$ cat src/rtl/frac_div_pkg.sv
// Shared types and helpers for the fractional clock-divider scheduler.
// The config struct carries base divisor D and the num/den frame fraction.
package frac_div_pkg;

   localparam int unsigned DivW  = 8;
   localparam int unsigned FracW = 8;

   typedef enum logic {StIdle, StRun} state_e;

   typedef struct packed {
      logic [DivW-1:0]  div;
      logic [FracW-1:0] num;
      logic [FracW-1:0] den;
   } cfg_t;

   function automatic logic cfg_legal(cfg_t c);
      return (c.div >= DivW'(2)) && (c.den != '0) && (c.num <= c.den);
   endfunction

endpackage

$ cat src/rtl/frac_div_period_gen.sv
// Plays out one output period of len_i cycles per start pulse: clk_out high for
// the first floor(len/2) cycles, tick on cycle 0, last_cycle on cycle len-1.
module frac_div_period_gen #(
   parameter int unsigned LW = 9
) (
   input  logic          clk_i,
   input  logic          rst_ni,
   input  logic          start_i,
   input  logic [LW-1:0] len_i,
   output logic          clk_out_o,
   output logic          tick_o,
   output logic          last_cycle_o
);

   logic          busy_q;
   logic [LW-1:0] cnt_q, cnt_d, len_q;
   logic          clk_q, tick_q;

   assign cnt_d        = cnt_q + LW'(1);
   assign last_cycle_o = busy_q & (cnt_q == len_q - LW'(1));
   assign clk_out_o    = clk_q;
   assign tick_o       = tick_q;

   always_ff @(posedge clk_i or negedge rst_ni) begin
      if (!rst_ni) begin
         busy_q <= 1'b0;
         cnt_q  <= '0;
         len_q  <= '0;
         clk_q  <= 1'b0;
         tick_q <= 1'b0;
      end else if (start_i) begin
         busy_q <= 1'b1;
         cnt_q  <= '0;
         len_q  <= len_i;
         clk_q  <= (len_i >> 1) != '0;
         tick_q <= 1'b1;
      end else if (busy_q && !last_cycle_o) begin
         cnt_q  <= cnt_d;
         clk_q  <= cnt_d < (len_q >> 1);
         tick_q <= 1'b0;
      end else begin
         // No follow-on period: park with the output low.
         busy_q <= 1'b0;
         clk_q  <= 1'b0;
         tick_q <= 1'b0;
      end
   end

endmodule

$ cat src/rtl/frac_div_sched.sv
// Fractional clock-divider scheduler: den periods per frame, num of them D+1 long,
// spread by an accumulator. New configs wait in a pending slot for a frame boundary.
module frac_div_sched
   import frac_div_pkg::*;
#(
   parameter int unsigned DW = DivW,
   parameter int unsigned FW = FracW
) (
   input  logic          clk_in,
   input  logic          rst,
   input  logic          en,
   input  logic          cfg_valid,
   output logic          cfg_ready,
   input  logic [DW-1:0] cfg_div,
   input  logic [FW-1:0] cfg_num,
   input  logic [FW-1:0] cfg_den,
   output logic          clk_out,
   output logic          tick,
   output logic          frame_start,
   output logic          cfg_err
);

   state_e        state_q;
   cfg_t          act_q, pend_q, cfg_in, sel_cfg;
   logic          act_vld_q, pend_vld_q;
   logic [FW-1:0] acc_q, acc_d, pidx_q;
   logic [FW:0]   sum;
   logic [DW:0]   len;
   logic          accept, last_cycle, frame_end, start, new_frame, long_per;
   logic          frame_start_q, cfg_err_q;

   assign cfg_in      = '{div: cfg_div, num: cfg_num, den: cfg_den};
   assign cfg_ready   = ~pend_vld_q;
   assign accept      = cfg_valid & ~pend_vld_q;
   assign frame_end   = last_cycle & (pidx_q == act_q.den - FW'(1));
   assign frame_start = frame_start_q;
   assign cfg_err     = cfg_err_q;

   always_comb begin
      start     = 1'b0;
      new_frame = 1'b0;
      case (state_q)
         StIdle: begin
            start     = en & (pend_vld_q | act_vld_q);
            new_frame = 1'b1;
         end
         StRun: begin
            // Leave only at a frame boundary when en has dropped.
            start     = last_cycle & (~frame_end | en);
            new_frame = frame_end;
         end
         default: ;
      endcase
      sel_cfg  = (new_frame && pend_vld_q) ? pend_q : act_q;
      sum      = (new_frame ? '0 : {1'b0, acc_q}) + {1'b0, sel_cfg.num};
      long_per = sum >= {1'b0, sel_cfg.den};
      acc_d    = long_per ? FW'(sum - {1'b0, sel_cfg.den}) : sum[FW-1:0];
      len      = {1'b0, sel_cfg.div} + {{DW{1'b0}}, long_per};
   end

   always_ff @(posedge clk_in or negedge rst) begin
      if (!rst) begin
         state_q       <= StIdle;
         act_q         <= '0;
         pend_q        <= '0;
         act_vld_q     <= 1'b0;
         pend_vld_q    <= 1'b0;
         acc_q         <= '0;
         pidx_q        <= '0;
         frame_start_q <= 1'b0;
         cfg_err_q     <= 1'b0;
      end else begin
         cfg_err_q     <= accept & ~cfg_legal(cfg_in);
         frame_start_q <= start & new_frame;
         if (start) begin
            acc_q  <= acc_d;
            pidx_q <= new_frame ? '0 : pidx_q + FW'(1);
            if (new_frame && pend_vld_q) begin
               act_q      <= pend_q;
               act_vld_q  <= 1'b1;
               pend_vld_q <= 1'b0;
            end
         end
         // accept implies the slot is empty, so this never races the consume above.
         if (accept && cfg_legal(cfg_in)) begin
            pend_q     <= cfg_in;
            pend_vld_q <= 1'b1;
         end
         case (state_q)
            StIdle:  if (start) state_q <= StRun;
            StRun:   if (frame_end && !en) state_q <= StIdle;
            default: state_q <= StIdle;
         endcase
      end
   end

   frac_div_period_gen #(
      .LW (DW + 1)
   ) u_period_gen (
      .clk_i        (clk_in),
      .rst_ni       (rst),
      .start_i      (start),
      .len_i        (len),
      .clk_out_o    (clk_out),
      .tick_o       (tick),
      .last_cycle_o (last_cycle)
   );

endmodule

$ cat config.mk
export PLATFORM = sky130hd
export DESIGN_NAME = frac_div_sched
export DESIGN_NICKNAME = d
export VERILOG_FILES = /design/src/rtl/frac_div_pkg.sv /design/src/rtl/frac_div_period_gen.sv /design/src/rtl/frac_div_sched.sv
export SDC_FILE = /design/constraint.sdc
export NUM_CORES = 1
export LEC_CHECK = 0
export ABC_AREA = 1
export ABC_CLOCK_PERIOD_IN_PS = 6550
export BUFFER_PORTS_ARGS = -buffer_cell sky130_fd_sc_hd__buf_2
export CAP_MARGIN = 5
export CORE_AREA = 2 2 139 73
export DETAILED_ROUTE_END_ITERATION = 16
export DIE_AREA = 0 0 141 75
export GPL_TIMING_DRIVEN = 0
export PLACE_DENSITY = 0.8
export SKIP_CTS_REPAIR_TIMING = 1
export SLEW_MARGIN = 20
export SYNTH_ARGS = -nofsm -noshare
export SYNTH_HDL_FRONTEND = slang
export SYNTH_SLANG_ARGS = --single-unit
$ cat constraint.sdc
create_clock -name clk_in -period 6.55 [get_ports clk_in]
set_input_delay 0.3275 -clock clk_in [delete_from_list [all_inputs] [get_ports clk_in]]
set_output_delay 0.3275 -clock clk_in [all_outputs]
set_load 0.02 [all_outputs]
==> results_dict.tcl <==
set metrics [dict create \
    whs_endpoint "cfg_err" \
    syn_area_per_cell_sq_um 7.58 \
    fillers 744 \
    max_slew_margin_pct 55.7 \
    via_per_inst 5.51 \
    cp_slowest_cell "clkbuf_1" \
    htreeDepth 3 \
    initial_utilization_pct 61.5 \
    cts_root_buffer "clkbuf_16" \
    core_area_sq_um 9290 \
    tritoncts "built" \
    utilization_pct 69.4 \
    netlist_area_sq_um 5710 \
    clockBufferDepth 2 \
    worstReg2RegEnd "u_period_gen.clk_out_o" \
    rows 25 \
    skew_ns 0.00634 \
    antenna_found_initial 0 \
    rsz0062_at_grt "no" \
    min_path_cells 3 \
    wl_um 13700 \
    power.density_nw_per_um2 175 \
    peakVddDrop_mv 0.125 \
    yosysSeqAreaShare_pct 39.4 \
    place_area_sq_um 6060 \
    antenna_left 0 \
    critPathCaptureType "register" \
    path_max_fanout 10 \
    fin_tns_setup_ns 0 \
    cp_num_cells 39 \
    ys_ff_latch 90 \
    syn2layout_area_growth_pct 12.9 \
    clk_latency_ns 0.35 \
    route.detailed.drc 0 \
    fmax_mhz 166 \
    cts.sinks 90 \
    r2r-start "u_period_gen.len_q[0]" \
    worst-r2r-setup-slack_ns 0.51 \
    synthArstFlopShare_pct 100 \
    setup_viol 0 \
    portBuffers 32 \
    status "finished, final reports clean" \
    cap_violations 0 \
    hold_viol_final 0 \
    place_hpwl_um 10200 \
    ys.flop_type "dfrtp_1" \
    period_needed_ns 6.04 \
    critPathTopFamily "simple AND/OR/NAND/NOR gates" \
    gr-usage-all-layers_pct 27.6 \
    wl_per_cell_um 14.7 \
    cp_slowest_stage_delay_ns 0.43 \
    power_uw 1130 \
    startpoint_type "register" \
    layout-drive-gt1-share_pct 11.5 \
    hold_path.startpoint "cfg_valid" \
    grt_pass1_wl_um 22300 \
    yosys_warnings 0 \
    first_global_vias 4761 \
    dieArea_sq_um 10600 \
    synth-edff-count 0 \
    final.period_utilization_pct 92.2 \
    worst_pin_slew_ns 0.659 \
    worstSetupPathType "reg2reg" \
    final-instance-count-excl-fill 929 \
    die_x_um 141 \
    place.gp.congestion 0.892 \
    num_io_pins 33 \
    nNetsFinal 870 \
    crit_top_cell "nor2_1" \
    reg2regPathDepth 39 \
    final_cell_mix "nand2_1 (166), inv_1 (98), dfrtp_1 (90)" \
    layout_commonest_cell "nand2_1" \
    hold_class "in2reg" \
    grt.overflow.total 0 \
    slew_violations 0 \
    synth_cells 753 \
    leakage_uw 0.00340 \
    antenna_cells 0 \
    cts_buffers 9 \
    final_area_sq_um 6450 \
    arrival_ns 6.28 \
    synth_cell_types 42 \
    grt_max_degree 75 \
    synth_fp_nets 820 \
    drt_first_pass_iters 6 \
    cp.buffers_inverters 6 \
    fp.dieH_um 75 \
    drt_iter0_drc 406 \
    cp.required_ns 6.79 \
    via_count 5120 \
    dp.cells 907 \
    clkTransAtPathRegs_ns 0.07 \
]
[power breakdown]
group | switching, uW | internal (uW) | total, uW
sequential | 0 | 556 | 556
combinational | 24.0 | 13.6 | 37.5
clock | 234 | 299 | 533
[Yosys cell counts, types with 6 or more instances]
master,count,area (sq um)
ha_1,37,463
xor2_1,18,158
o21ai_0,80,400
nand3_1,42,210
buf_2,6,30.0
nand4_1,6,37.5
inv_1,99,372
xnor2_1,14,123
clkbuf_1,11,41.3
a21oi_1,39,195
nand2_2,6,37.5
nand2_1,166,623
o22ai_1,8,50.1
nor3_1,7,35.0
dfrtp_1,90,2250
nor2_1,71,267
nor2_2,6,37.5
[flip-flops by register name, summed over array words and instances, names as in the netlist]
name                    cells
u_period_gen.cnt_q          9
u_period_gen.len_q          9
act_q                      24
state_q                     1
acc_q                       8
act_vld_q                   1
u_period_gen.busy_q         1
pend_vld_q                  1
cfg_err                     1
u_period_gen.tick_o         1
u_period_gen.clk_out_o      1
pend_q                     24
frame_start                 1
pidx_q                      8
[cell families after synthesis]
logic type | after synthesis | share of synthesized area, %
mux | 3 | 0.526
buf+inv | 124 | 8.57
fa+ha+maj | 39 | 8.81
flops | 90 | 39.4
compound gates | 146 | 13.7
xor+xnor | 32 | 4.91
simple gates | 319 | 24.1
[worst max-delay path by stage]
stage	slack, ns	from	end
after global routing	0.02	u_period_gen.len_q[0]	u_period_gen.clk_out_o
after floorplan	0.96	u_period_gen.len_q[0]	u_period_gen.clk_out_o
final	0.51	u_period_gen.len_q[0]	u_period_gen.clk_out_o
after CTS	-0.11	act_q[0]	u_period_gen.clk_out_o
after global placement	0.01	act_q[0]	u_period_gen.clk_out_o
after detailed placement	-0.06	act_q[0]	u_period_gen.clk_out_o
[stage by stage]
step                      hold slack [ns]  worst slack, ns
after global placement              0.433           0.0141
after CTS                          -0.198           -0.111
after detailed placement            0.176          -0.0572
final                               0.212            0.514
after global routing                0.228           0.0189
after floorplan                    0.0319            0.964
[layout make-up]
cell class	count	area (sq um)	area share (%)
Clock buffer	9	225	3.49
Tap cell	121	151	2.35
Sequential cell	90	2250	34.9
Clock inverter	7	77.6	1.20
Timing Repair Buffer	40	249	3.86
Buffer	21	101	1.57
Multi-Input combinational cell	539	3010	46.7
Inverter	102	383	5.94
[per-layer routing]
| metal | wire length, um | up-vias | GRT usage, % |
|---|---|---|---|
| li1 | - | 2542 | - |
| met1 | 6320 | 2408 | 35.3 |
| met2 | 6360 | 140 | 47.6 |
| met3 | 720 | 30 | 6.04 |
| met4 | 282 | 0 | 9.89 |
| met5 | 0 | - | 0 |
[tightest hold or removal path: cells and delay by family]
kind | cells | cell delay, ns
AND/OR/NAND/NOR | 1 | 0.06
buffers and inverters | 1 | 0.10
AO/OA/AOI/OAI | 1 | 0.04
(Power assumes the default switching activity.)
